File: src/rtl/sic_dispatcher_pkg.sv
`default_nettype none
// ============================================================================
//  Module      : sic_dispatcher_pkg
//  Description : Packet type and opcode constants shared by the SIC dispatcher.
//  Revision    : 1.0
// ============================================================================
package sic_dispatcher_pkg;

    localparam logic [5:0] OPC_SPECIAL = 6'h00;
    localparam logic [5:0] FUNCT_JR    = 6'h08;

    typedef struct packed {
        logic        valid;
        logic [3:0]  issue_id;
        logic [5:0]  opcode;
        logic [4:0]  rs;
        logic [4:0]  rt;
        logic [4:0]  rd;
        logic [4:0]  shamt;
        logic [5:0]  funct;
        logic [31:0] pc;
    } sic_packet_t;

    function automatic logic is_jr(input sic_packet_t pkt);
        return (pkt.opcode == OPC_SPECIAL) && (pkt.funct == FUNCT_JR);
    endfunction

endpackage
`default_nettype wire

File: src/rtl/sic_dispatch_fifo.sv
`default_nettype none
// ============================================================================
//  Module      : sic_dispatch_fifo
//  Description : Synchronous FIFO with flush; no bypass from push to pop.
//  Revision    : 1.0
// ============================================================================
module sic_dispatch_fifo #(
    parameter int  DEPTH = 4,
    parameter type T     = logic,
    localparam int AW    = $clog2(DEPTH),
    localparam int CW    = AW + 1
) (
    input  logic          clk,
    input  logic          rst,
    input  logic          i_push,
    input  T              i_push_data,
    input  logic          i_pop,
    output T              o_pop_data,
    input  logic          i_flush,
    output logic          o_full,
    output logic          o_empty,
    output logic [CW-1:0] o_count
);

    T              r_mem [DEPTH];
    logic [AW-1:0] r_wr_ptr;
    logic [AW-1:0] r_rd_ptr;
    logic [CW-1:0] r_count;
    logic          w_do_push;
    logic          w_do_pop;

    assign o_full     = (r_count == CW'(DEPTH));
    assign o_empty    = (r_count == '0);
    assign o_count    = r_count;
    assign o_pop_data = r_mem[r_rd_ptr];
    assign w_do_push  = i_push && !o_full;
    assign w_do_pop   = i_pop && !o_empty;

    always_ff @(posedge clk) begin
        if (rst || i_flush) begin
            r_wr_ptr <= '0;
            r_rd_ptr <= '0;
            r_count  <= '0;
        end else begin
            if (w_do_push) r_wr_ptr <= r_wr_ptr + 1'b1;
            if (w_do_pop)  r_rd_ptr <= r_rd_ptr + 1'b1;
            case ({w_do_push, w_do_pop})
                2'b10:   r_count <= r_count + CW'(1);
                2'b01:   r_count <= r_count - CW'(1);
                default: r_count <= r_count;
            endcase
        end
    end

    always_ff @(posedge clk) begin
        if (w_do_push && !i_flush) r_mem[r_wr_ptr] <= i_push_data;
    end

endmodule
`default_nettype wire

File: src/rtl/sic_dispatcher.sv
`default_nettype none
// ============================================================================
//  Module      : sic_dispatcher
//  Description : Buffers issued packets and hands each to one idle SIC in
//                round-robin order; stalls behind a JR until its redirect.
//  Revision    : 1.0
// ============================================================================
module sic_dispatcher
    import sic_dispatcher_pkg::*;
#(
    parameter int NUM_SIC  = 4,
    parameter int DEPTH    = 4,
    parameter int ID_WIDTH = 4
) (
    input  logic                               clk,
    input  logic                               rst,
    input  logic                               in_valid,
    output logic                               in_ready,
    input  sic_packet_t                        in_pkt,
    input  logic [NUM_SIC-1:0]                 sic_req,
    output sic_packet_t [NUM_SIC-1:0]          sic_pkt,
    input  logic [NUM_SIC-1:0]                 sic_redir_valid,
    input  logic [NUM_SIC-1:0][31:0]           sic_redir_pc,
    input  logic [NUM_SIC-1:0][ID_WIDTH-1:0]   sic_redir_id,
    output logic                               fe_redirect_valid,
    output logic [31:0]                        fe_redirect_pc,
    output logic                               jr_stall,
    output logic [$clog2(DEPTH):0]             occupancy
);

    localparam int SIC_W = (NUM_SIC > 1) ? $clog2(NUM_SIC) : 1;
    localparam int CW    = $clog2(DEPTH) + 1;

    logic                      w_fifo_full;
    logic                      w_fifo_empty;
    logic [CW-1:0]             w_count;
    sic_packet_t               w_head;
    sic_packet_t               w_disp_pkt;
    logic                      w_push;
    logic                      w_pop;
    logic                      w_flush_now;
    logic [31:0]               w_flush_pc;
    logic [NUM_SIC-1:0]        w_eligible;
    logic                      w_any_eligible;
    logic [SIC_W-1:0]          w_target;
    logic [SIC_W-1:0]          w_rr_next;

    logic [NUM_SIC-1:0]        r_req_q;
    logic [SIC_W-1:0]          r_rr_ptr;
    sic_packet_t [NUM_SIC-1:0] r_sic_pkt;
    logic                      r_jr_stall;
    logic [ID_WIDTH-1:0]       r_jr_id;
    logic                      r_fe_valid;
    logic [31:0]               r_fe_pc;

    // Scanning from the top down leaves the lowest matching SIC as the winner.
    always_comb begin
        w_flush_now = 1'b0;
        w_flush_pc  = '0;
        for (int k = NUM_SIC - 1; k >= 0; k--) begin
            if (r_jr_stall && sic_redir_valid[k] && (sic_redir_id[k] == r_jr_id)) begin
                w_flush_now = 1'b1;
                w_flush_pc  = sic_redir_pc[k];
            end
        end
    end

    // A SIC requesting for two cycles with no pending strobe is in WAIT_PACKET.
    for (genvar k = 0; k < NUM_SIC; k++) begin : g_elig
        assign w_eligible[k] = sic_req[k] && r_req_q[k] && !r_sic_pkt[k].valid;
    end

    always_comb begin
        w_any_eligible = 1'b0;
        w_target       = '0;
        for (int i = NUM_SIC - 1; i >= 0; i--) begin
            if (w_eligible[(int'(r_rr_ptr) + i) % NUM_SIC]) begin
                w_any_eligible = 1'b1;
                w_target       = SIC_W'((int'(r_rr_ptr) + i) % NUM_SIC);
            end
        end
    end

    assign w_rr_next = (w_target == SIC_W'(NUM_SIC - 1)) ? '0 : w_target + 1'b1;

    always_comb begin
        w_disp_pkt       = w_head;
        w_disp_pkt.valid = 1'b1;
    end

    assign in_ready = !w_fifo_full && !w_flush_now;
    assign w_push   = in_valid && in_ready;
    assign w_pop    = !w_fifo_empty && !r_jr_stall && !w_flush_now && w_any_eligible;

    sic_dispatch_fifo #(
        .DEPTH (DEPTH),
        .T     (sic_packet_t)
    ) u_fifo (
        .clk         (clk),
        .rst         (rst),
        .i_push      (w_push),
        .i_push_data (in_pkt),
        .i_pop       (w_pop),
        .o_pop_data  (w_head),
        .i_flush     (w_flush_now),
        .o_full      (w_fifo_full),
        .o_empty     (w_fifo_empty),
        .o_count     (w_count)
    );

    always_ff @(posedge clk) begin
        if (rst) begin
            r_req_q    <= '0;
            r_rr_ptr   <= '0;
            r_sic_pkt  <= '0;
            r_jr_stall <= 1'b0;
            r_jr_id    <= '0;
            r_fe_valid <= 1'b0;
            r_fe_pc    <= '0;
        end else begin
            r_req_q    <= sic_req;
            r_fe_valid <= w_flush_now;
            if (w_flush_now) begin
                r_fe_pc    <= w_flush_pc;
                r_jr_stall <= 1'b0;
            end
            for (int k = 0; k < NUM_SIC; k++) begin
                r_sic_pkt[k].valid <= 1'b0;
            end
            if (w_pop) begin
                r_sic_pkt[w_target] <= w_disp_pkt;
                r_rr_ptr            <= w_rr_next;
                if (is_jr(w_head)) begin
                    r_jr_stall <= 1'b1;
                    r_jr_id    <= ID_WIDTH'(w_head.issue_id);
                end
            end
        end
    end

    assign sic_pkt           = r_sic_pkt;
    assign jr_stall          = r_jr_stall;
    assign fe_redirect_valid = r_fe_valid;
    assign fe_redirect_pc    = r_fe_pc;
    assign occupancy         = w_count;

endmodule
`default_nettype wire

File: config.mk
export PLATFORM = sky130hd
export DESIGN_NAME = sic_dispatcher
export DESIGN_NICKNAME = d
export VERILOG_FILES = /design/src/rtl/sic_dispatcher_pkg.sv /design/src/rtl/sic_dispatch_fifo.sv /design/src/rtl/sic_dispatcher.sv
export SDC_FILE = /design/constraint.sdc
export NUM_CORES = 1
export LEC_CHECK = 0
export ABC_AREA = 1
export CAP_MARGIN = 20
export CORE_MARGIN = 2
export CORE_UTILIZATION = 28
export DETAILED_ROUTE_END_ITERATION = 10
export HOLD_SLACK_MARGIN = 0.08
export SYNTH_ARGS = -nofsm -noshare
export SYNTH_HDL_FRONTEND = slang
export SYNTH_SLANG_ARGS = --single-unit
File: constraint.sdc
create_clock -name clk -period 8.64 [get_ports clk]
set_input_delay 1.728 -clock clk [delete_from_list [all_inputs] [get_ports clk]]
set_output_delay 1.728 -clock clk [all_outputs]
set_load 0.01 [all_outputs]
==> flow_metrics.py <==
metrics = {
    "setup_path": {
        "worst_ep_required_time_ns": 6.91,
        "endpoint_kind": "output pin",
        "critical_path_arrival_ns": 4.49,
        "critPathMaxFanout": 37,
        "critical_path_class": "input port to output pin",
        "worst_setup_path_start_kind": "input port",
    },
    "pwr": {
        "power.switching_fraction_pct": 34.47,
        "leakagePower_nw": 11.37,
        "relative_contribution_of_sequential_cells_to_total_power_pct": 39.7,
        "vdd.ir_drop.worst_mv": 0.3063,
        "power_report.internal_total_mw": 5.927,
        "power.switching_mw": 3.118,
        "power.combinational.fraction_pct": 28.7,
        "clkPwrFrac_pct": 31.6,
        "power_density_nw_per_um2": 281.8,
    },
    "global_route": {
        "number_of_antenna_violations_at_the_first_check_in_global_routing": 10,
        "grt_first_pass_wirelength_mm": 115.9,
        "first_global_vias": 18167,
        "largest_net_degree_at_the_start_of_global_routing": 90,
        "remaining_overflow_grt": 0,
        "grt_use_total_pct": 17.86,
    },
    "synthesis": {
        "synthArstFlopShare_pct": 0,
        "yosysSeqAreaShare_pct": 62.54,
        "synthFlopType": "sky130_fd_sc_hd__dfxtp_1",
        "yosys_warnings": 0,
        "yosysMostFrequentCell": "sky130_fd_sc_hd__nand2_1",
        "synth_top_area_share_pct": 34.62,
        "syn-mean-instance-area_sq_um": 9.133,
        "synthDistinctLibCells": 35,
        "yosys_register_bits": 601,
        "postSynthNetCount": 2817,
        "syn_area_sq_um": 23590,
        "netlist_top_cells_count": "779 x sky130_fd_sc_hd__nand2_1, 329 x sky130_fd_sc_hd__dfxtp_1, 280 x sky130_fd_sc_hd__a21oi_1",
        "synth_enable_flop_cells": 272,
        "netlist_instances": 2583,
        "synth_top_cells_by_area": "sky130_fd_sc_hd__edfxtp_1 35%, sky130_fd_sc_hd__dfxtp_1 28%, sky130_fd_sc_hd__nand2_1 12%",
        "synth_largest_area_cell": "sky130_fd_sc_hd__edfxtp_1",
    },
    "die": {
        "die_width_um": 294.3,
        "chip_height_um": 294.3,
        "top_level_ports": 538,
        "die_area_sq_um": 86590,
        "fp.coreArea_sq_um": 83560,
        "effective_utilization_at_floorplan_pct": 28.23,
        "placement_rows": 106,
    },
    "drt": {
        "drt-initial-drc-count": 1268,
        "firstDrtPassIters": 5,
        "detail_route.wirelength_mm": 80.81,
        "route.antenna.remaining_nets": 0,
        "route.vias.total": 19441,
        "via_per_inst": 4.631,
        "routedWlPerCell_um": 19.25,
        "residual_drc": 0,
    },
    "clock_tree": {
        "cts_setup_buffers": 0,
        "clock_tree_from_tritoncts": "yes",
        "max-clock-path-buffers": 3,
        "cts.hold.buffers_added": 0,
        "numCtsBuffers": 70,
        "post_cts_resized": 0,
        "path_clk_slew_ns": 0.06,
        "clk_root_buffer_cell": "sky130_fd_sc_hd__clkbuf_16",
        "numClockSinks": 601,
        "clk_lat_worst_skew_ns": 0.61,
        "htree_levels": 3,
    },
    "sta": {
        "max-slew-margin-rel_pct": 26.24,
        "worst_slew_pin_slew_ns": 1.106,
        "finalSetupViolations": 0,
        "accumulated_negative_setup_slack_ns": 0,
        "fmax_ghz": 0.1608,
        "hold_viol_final": 0,
        "fin_crit_sh_pct": 71.99,
        "rsz0062_at_grt": "false",
        "hold-worst-slack_ns": 0.4501,
        "post-route-worst-setup-slack_ns": 2.420,
        "period_minus_slack_ns": 6.220,
        "slew_violations": 0,
        "clock_skew_ns": 0.01486,
    },
    "cells_and_area": {
        "stdcell_count": 4198,
        "fillerInstances": 8316,
        "drive_gt1_share_pct": 5.207,
        "fin_nets": 3289,
        "syn_to_final_growth_pct": 36.05,
    },
    "outcome": {
        "outcome": "complete, no violations",
    },
    "job": {
        "drv_cap": 0,
    },
    "placement": {
        "io_buffers": 536,
        "place.gp.congestion": 0.7806,
        "dpl.cell_count": 4062,
        "preCtsSetupSlack_ns": 2.353,
        "place_hpwl_mm": 52.25,
    },
    "min_path": {
        "min-delay-path-class": "flop to flop",
    },
}
-- cells by family after synthesis --
logic type | Yosys count | synth area share [%]
XOR/XNOR | 5 | 0.1856
flip-flops | 601 | 62.54
AO/OA/AOI/OAI | 585 | 13.19
multiplexers | 1 | 0.05833
buffers and inverters | 324 | 5.861
adder cells (fa/ha/maj) | 10 | 0.5622
AND/OR/NAND/NOR | 1057 | 17.60
-- through the flow --
| step | utilization [%] | instance area, sq um | total power, mW |
|---|---|---|---|
| floorplan | - | 23590 | 4.971 |
| global placement | 35.71 | 29830 | 6.241 |
| detailed placement | 35.71 | 29830 | 6.259 |
| CTS | 38.37 | 32060 | 9.156 |
| global route | 38.40 | 32090 | 9.506 |
| finish | 38.41 | 32100 | 9.045 |
-- registers in the layout, indices dropped and copies added (netlist names), named ones only --
register and cells:
fe_redirect_pc 32, fe_redirect_valid 1, jr_stall 1, r_jr_id 4, r_req_q 4, r_rr_ptr 2, sic_pkt 276, u_fifo.o_count 3
u_fifo.r_mem 272, u_fifo.r_rd_ptr 2, u_fifo.r_wr_ptr 2
-- worst max-delay path, cell delays in order --
cell and delay (ns):
sky130_fd_sc_hd__clkdlybuf4s50_1 0.55, sky130_fd_sc_hd__inv_1 0.06, sky130_fd_sc_hd__nand2_1 0.06, sky130_fd_sc_hd__nand2_1 0.05, sky130_fd_sc_hd__nor2_1 0.11, sky130_fd_sc_hd__nand3_2 0.59, sky130_fd_sc_hd__nand2_1 0.35, sky130_fd_sc_hd__nor2_4 0.04
sky130_fd_sc_hd__buf_4 0.27, sky130_fd_sc_hd__inv_1 0.10, sky130_fd_sc_hd__nor2_1 0.04, sky130_fd_sc_hd__clkdlybuf4s50_1 0.53
-- power by group through the flow --
stage	combinational [mW]	clock [mW]	sequential, mW
finish	2.60	2.86	3.59
global route	2.83	3.05	3.63
CTS	2.63	2.94	3.59
detailed placement	2.61	0	3.64
global placement	2.60	0	3.64
floorplan	1.26	0	3.71
-- final cells by class --
cell class	count	area, sq um	share of cell area (%)
diodes	7	17.52	0.05457
clock buffers	103	1992	6.206
clock inverters	25	234.0	0.7290
inverters	159	605.6	1.887
multi-input cells	1658	7497	23.36
flip-flops and latches	601	14760	45.99
well taps	1080	1351	4.210
repair buffers	565	5638	17.57
-- final timing paths --
| kind | startpoint | endpoint | slack [ns] | cells after the start |
|---|---|---|---|---|
| setup reg to reg | r_jr_id[1] | u_fifo.r_mem[2][10] | 4.40 | 12 |
| setup / recovery | sic_redir_id[15] | in_ready | 2.42 | 12 |
| hold / removal | fe_redirect_pc[29] | fe_redirect_pc[29] | 0.45 | 2 |
| hold reg to reg | fe_redirect_pc[29] | fe_redirect_pc[29] | 0.45 | 2 |
-- cells in the final DEF (no fill, tap or decap), types with 4 or more instances in the layout --
cell                              Yosys  final
sky130_fd_sc_hd__a21oi_1            280    280
sky130_fd_sc_hd__buf_12               0      4
sky130_fd_sc_hd__buf_4                9     25
sky130_fd_sc_hd__clkbuf_1           105     23
sky130_fd_sc_hd__clkbuf_16            0     72
sky130_fd_sc_hd__clkbuf_8             0      7
sky130_fd_sc_hd__clkdlybuf4s50_1      0    535
sky130_fd_sc_hd__clkinv_2             0     17
sky130_fd_sc_hd__dfxtp_1            329    327
sky130_fd_sc_hd__diode_2              0      7
sky130_fd_sc_hd__edfxtp_1           272    272
sky130_fd_sc_hd__ha_1                 9      9
sky130_fd_sc_hd__inv_1              152    152
sky130_fd_sc_hd__nand2_1            779    778
sky130_fd_sc_hd__nand3_1             38     36
sky130_fd_sc_hd__nand3_4              4      4
sky130_fd_sc_hd__nor2_1             191    187
sky130_fd_sc_hd__nor2_4               1      5
sky130_fd_sc_hd__nor3_1              35     35
sky130_fd_sc_hd__o21ai_0            210    210
sky130_fd_sc_hd__o21bai_1            34     34
sky130_fd_sc_hd__o22ai_1             54     54
sky130_fd_sc_hd__xor2_1               4      4
-- metal layers --
| layer | GRT usage [%] | routed length, um |
|---|---|---|
| met3 | 5.150 | 7292 |
| met2 | 29.68 | 38250 |
| met5 | 0 | 30 |
| met1 | 22.23 | 33450 |
| met4 | 5.849 | 1797 |
Note: power is estimated with default switching activity, not from simulation.
